$ cat config.mk
export PLATFORM = sky130hd
export DESIGN_NAME = wrapper
export DESIGN_NICKNAME = d
export VERILOG_FILES = /design/src/rtl/wrapper.sv
export SDC_FILE = /design/constraint.sdc
export NUM_CORES = 1
export LEC_CHECK = 0
export ABC_AREA = 1
export BUFFER_PORTS_ARGS = -buffer_cell sky130_fd_sc_hd__buf_2
export CAP_MARGIN = 40
export CORE_MARGIN = 3
export CORE_UTILIZATION = 40
export CTS_CLUSTER_DIAMETER = 150
export CTS_CLUSTER_SIZE = 20
export DETAILED_ROUTE_END_ITERATION = 6
export HOLD_SLACK_MARGIN = 0.05
export PLACE_DENSITY = 0.57
export SLEW_MARGIN = 20
export SYNTH_ARGS = -nofsm -noshare
export SYNTH_HDL_FRONTEND = slang
export SYNTH_SLANG_ARGS = --single-unit
$ cat constraint.sdc
create_clock -name CLK -period 9.2 [get_ports CLK]
set_input_delay 1.84 -clock CLK [delete_from_list [all_inputs] [get_ports CLK]]
set_output_delay 1.84 -clock CLK [all_outputs]
set_load 0.005 [all_outputs]
$ cat src/rtl/wrapper.sv
// Board I/O shell: synchronizes the DIP switches and runs an 18-step
// bit-analysis frame, publishing popcount / msb index / reversed bits.
module wrapper #(
    parameter int N_DIPs = 16
) (
    input  logic              CLK,
    input  logic              RESET,
    input  logic [N_DIPs-1:0] DIP,
    output logic [6:0]        LED_PC,
    output logic [31:0]       SEVENSEGHEX
);

    localparam logic [4:0] STEP_LATCH = 5'd0;
    localparam logic [4:0] STEP_WRITE = 5'd17;

    logic [4:0]        step;
    logic [4:0]        step_nxt;
    logic              is_latch;
    logic              is_bit;
    logic              is_write;
    logic [3:0]        k;
    logic              b;

    logic [N_DIPs-1:0] dip_s1;
    logic [N_DIPs-1:0] dip_s2;
    logic [N_DIPs-1:0] sample;
    logic [4:0]        pop;
    logic [4:0]        msb;
    logic [15:0]       rev;

    always_ff @(posedge CLK or posedge RESET) begin
        if (RESET) begin
            step <= STEP_LATCH;
        end else begin
            step <= step_nxt;
        end
    end

    always_comb begin
        step_nxt = step + 5'd1;
        if (step == STEP_WRITE) begin
            step_nxt = STEP_LATCH;
        end
    end

    always_comb begin
        is_latch = 1'b0;
        is_bit   = 1'b0;
        is_write = 1'b0;
        unique case (1'b1)
            (step == STEP_LATCH): is_latch = 1'b1;
            (step == STEP_WRITE): is_write = 1'b1;
            default:              is_bit   = 1'b1;
        endcase
    end

    // Bit position examined in a BIT step; only meaningful when is_bit.
    assign k = 4'(step - 5'd1);
    assign b = sample[k];

    always_ff @(posedge CLK or posedge RESET) begin
        if (RESET) begin
            dip_s1 <= '0;
            dip_s2 <= '0;
        end else begin
            dip_s1 <= DIP;
            dip_s2 <= dip_s1;
        end
    end

    always_ff @(posedge CLK or posedge RESET) begin
        if (RESET) begin
            sample <= '0;
            pop    <= '0;
            msb    <= '0;
            rev    <= '0;
        end else if (is_latch) begin
            sample <= dip_s2;
            pop    <= '0;
            msb    <= '0;
            rev    <= '0;
        end else if (is_bit) begin
            pop <= pop + {4'd0, b};
            if (b) begin
                msb <= {1'b0, k} + 5'd1;
            end
            rev[~k] <= b;
        end
    end

    always_ff @(posedge CLK or posedge RESET) begin
        if (RESET) begin
            SEVENSEGHEX <= '0;
        end else if (is_write) begin
            SEVENSEGHEX <= {3'b0, pop, 3'b0, msb, rev};
        end
    end

    assign LED_PC = {2'b00, step};

endmodule

==> metrics.txt <==
antenna fix cells 0; share of layout cells above drive strength 1 between 20% and 30%; total of flip-flops plus latches after synthesis roughly 110; via count of the first global-routing pass 2,786; proportion of synthesized chip area in sequential cells roughly 62%; total half-perimeter wirelength after legalization and detailed placement 5200 um; slew at the pin closest to its max-slew limit 747 ps; wire length per cell 12.9 um; power density normalized to cell area slightly below 200 mW/mm^2; detailed-routing wirelength on met1 3570 um; result of the run complete, no violations; final sum of negative setup slack 0 ps; area growth from synthesis to layout 13.0%; cells after synthesis 412; DR WL met3 394 um; Post-Route Utilization 47.7%; Final Max Slew Viols 0; root buf cell sky130_fd_sc_hd__clkbuf_8; synthesized cell area 0.00424 sq mm; Detailed Route WL 7700 um; mean instance size in the synthesized netlist 10.3 sq um; Vias per Instance between 4 and 5; internal power 0.696 mW; dominant combinational cell family by area after synthesis simple AND/OR/NAND/NOR gates; share of Yosys cell area claimed by the top area cell type 62.0%; highest routing layer actually used met4; switching share of power 24.5%; routed wl met2 3620 um; Synth Area in XOR/XNOR 0.826%; area enclosed by the die boundary 0.0119 sq mm; count of port buffers added during placement 48; global placer's final weighted congestion between 0.7 and 0.8; CP delay by family, top flip-flops; fraction of the mapped netlist area in simple logic gates 21.6%; ratio of final minimum period to clock period 34.2%; Arrival @ worst endpoint 1310 ps; CTS tree built; count of routing violations after the opening detailed-route iteration 180; element type at the critical path end output port; drt pass-1 iters 4; critical path type reg2out; initial core utilization 42.2%; number of vias in the routed layout 2,839; row cnt 36; final hold slack 357 ps; leakage power total 2.43 nW; relative contribution of sequential cells to total power 56.5%; Final Hold Violating Endpoints 0; max-capacitance violation count 0; global-route wire length before repair between 10,000 and 15,000 um; synth warn 0; antenna violations before repair 0; distinct cell type count of the synthesized netlist 29; count of boundary I/O pins 57; core box area ~0.01 sq mm; clock network fraction of design power about a third; portion of netlist area occupied by mux cells 4.25%; Relative slew margins about half; Clock Tree Buf Depth 2; clock sink count between 100 and 150; clock transition at the registers of the reported paths 100 ps; endpoints failing setup 0; H-tree levels 3; number of remaining DRC errors 0; Final Power just over 0.9 mW; share of the synthesized area in compound gates (AO/OA/AOI/OAI) under 10%; latest clock arrival within the worst-skew pair 360 ps; Critical Path, Cell by Cell buf_2; post-route clock skew 12.6 ps; vertical die dimension between 100 and 150 um; switching power total about 0.23 mW; Achievable Freq 318 MHz; setup repair after global routing missed its margin no; count of buffer and inverter cells on the critical path 1; count of cells resized by post-cts repair 0; Post-CTS Setup Inserts 0; cell at the slowest stage of the critical path sky130_fd_sc_hd__dfrtp_1; min Tclk post-route around 3100 ps; Max VDD drop 0.000101 V; number of nets at the end of the flow 485; number of hold-repair buffers added at the cts stage 0; pin count of the biggest net entering global routing 61; HP Class reg2reg; Combinational Power Share 8.7%; total of fill cells in the finished design 950; element type at the critical path start flop; Die X-Extent 109 um; clock buffers created by TritonCTS 9; antenna-violating nets left 0; GRT Residual Overflow 0; top cells by area in the synthesized netlist sky130_fd_sc_hd__dfrtp_1 (62%), sky130_fd_sc_hd__nand2_1 (11%), sky130_fd_sc_hd__nand3_1 (5.0%), sky130_fd_sc_hd__mux2_2 (2.7%), sky130_fd_sc_hd__ha_1 (2.4%); biggest cell delay along the critical path 720 ps; overall routing resource usage around 14%; dominant cell type by area after synthesis sky130_fd_sc_hd__dfrtp_1; Crit path required time 7360 ps; Synth Area in Adders 2.36%; worst-path maximum fanout 18
## power groups by stage
| stage | clock (mW) | combinational, mW | sequential, mW |
|---|---|---|---|
| 2_1_floorplan | 0 | 0.0533 | 0.528 |
| 3_3_place_gp | 0 | 0.0808 | 0.529 |
| 3_5_place_dp | 0 | 0.0831 | 0.530 |
| 4_1_cts | 0.332 | 0.0833 | 0.521 |
| 5_1_grt | 0.353 | 0.0985 | 0.525 |
| 6_report | 0.320 | 0.0804 | 0.521 |
## flip-flops by register name (all words and copies together), names as in the netlist
signal,cells
step,5
dip_s1,16
sample,16
pop,5
SEVENSEGHEX,26
rev,16
msb,5
dip_s2,16
## synth_stat cells
| master | n |
|---|---|
| sky130_fd_sc_hd__inv_4 | 1 |
| sky130_fd_sc_hd__ha_1 | 8 |
| sky130_fd_sc_hd__nand2_2 | 3 |
| sky130_fd_sc_hd__inv_1 | 22 |
| sky130_fd_sc_hd__clkbuf_1 | 2 |
| sky130_fd_sc_hd__nor2_1 | 18 |
| sky130_fd_sc_hd__nor3_1 | 1 |
| sky130_fd_sc_hd__nand3_1 | 42 |
| sky130_fd_sc_hd__nand3_4 | 1 |
| sky130_fd_sc_hd__nand2_4 | 4 |
| sky130_fd_sc_hd__buf_2 | 7 |
| sky130_fd_sc_hd__dfrtp_1 | 105 |
| sky130_fd_sc_hd__o22ai_1 | 2 |
| sky130_fd_sc_hd__mux2_2 | 10 |
| sky130_fd_sc_hd__buf_4 | 10 |
| sky130_fd_sc_hd__inv_2 | 3 |
| sky130_fd_sc_hd__o21ai_1 | 4 |
| sky130_fd_sc_hd__nand3_2 | 3 |
| sky130_fd_sc_hd__xor2_1 | 3 |
| sky130_fd_sc_hd__nor2_4 | 1 |
| sky130_fd_sc_hd__or2_2 | 1 |
| sky130_fd_sc_hd__mux2_1 | 6 |
| sky130_fd_sc_hd__buf_6 | 2 |
| sky130_fd_sc_hd__xnor2_1 | 1 |
| sky130_fd_sc_hd__conb_1 | 1 |
| sky130_fd_sc_hd__nand2_1 | 129 |
| sky130_fd_sc_hd__a21oi_1 | 7 |
| sky130_fd_sc_hd__o21ai_0 | 14 |
| sky130_fd_sc_hd__nor2_8 | 1 |
## metal layers
layer	up-vias	track usage [%]
met4	0	4.78
met3	13	3.14
met2	75	22.5
met5	-	0
li1	1393	-
met1	1358	19.9
## layout make-up
cell class	instances	area [sq um]	share of cell area [%]
clock inverter	7	106	2.22
timing repair buffer	50	268	5.59
inverter	26	103	2.14
multi-input combinational	267	1400	29.2
clock buffer	9	124	2.58
sequential	105	2630	54.8
tap	133	166	3.47
## path summary, 6_finish.rpt
check                           start         endpoint  slack [ps]  cells after the start
min reg2reg                dip_s1[15]       dip_s2[15]         360                      0
min in group asynchronous       RESET  SEVENSEGHEX[17]        1530                      2
max reg2reg                   step[0]           pop[4]        6110                     14
min                        dip_s1[15]       dip_s2[15]         360                      0
max in group asynchronous       RESET   SEVENSEGHEX[4]        6540                      3
max                           step[0]        LED_PC[0]        6050                      1
## cell usage in the layout (no fill, tap or decap), types with 4 or more instances in the layout
cell type and n:
sky130_fd_sc_hd__mux2_1 6, sky130_fd_sc_hd__a21oi_1 7, sky130_fd_sc_hd__o21ai_1 4, sky130_fd_sc_hd__nor2_1 18, sky130_fd_sc_hd__inv_1 21, sky130_fd_sc_hd__o21ai_0 14
sky130_fd_sc_hd__clkbuf_8 9, sky130_fd_sc_hd__conb_1 8, sky130_fd_sc_hd__buf_2 48, sky130_fd_sc_hd__nand2_4 4, sky130_fd_sc_hd__nand2_1 129, sky130_fd_sc_hd__ha_1 8
sky130_fd_sc_hd__mux2_2 10, sky130_fd_sc_hd__dfrtp_1 105, sky130_fd_sc_hd__nand3_1 42
## metrics by stage
step / instances / instance area, sq um / worst slack (ps)
finish: 597 / 4790 / 6050
global route: 597 / 4790 / 5760
CTS: 597 / 4790 / 6020
detailed placement: 581 / 4560 / 6050
global placement: 580 / 4540 / 6020
floorplan: 419 / 4270 / 4600
## kinds of logic after synthesis
| logic type | Yosys count |
|---|---|
| adders and majority gates | 8 |
| and+or+nand+nor | 204 |
| DFF | 105 |
| buffers and inverters | 47 |
| AOI/OAI and AO/OA | 27 |
| xor gates and xnor gates | 4 |
| muxes | 16 |
| other | 1 |
No activity file was read; power rests on OpenSTA's default activity.
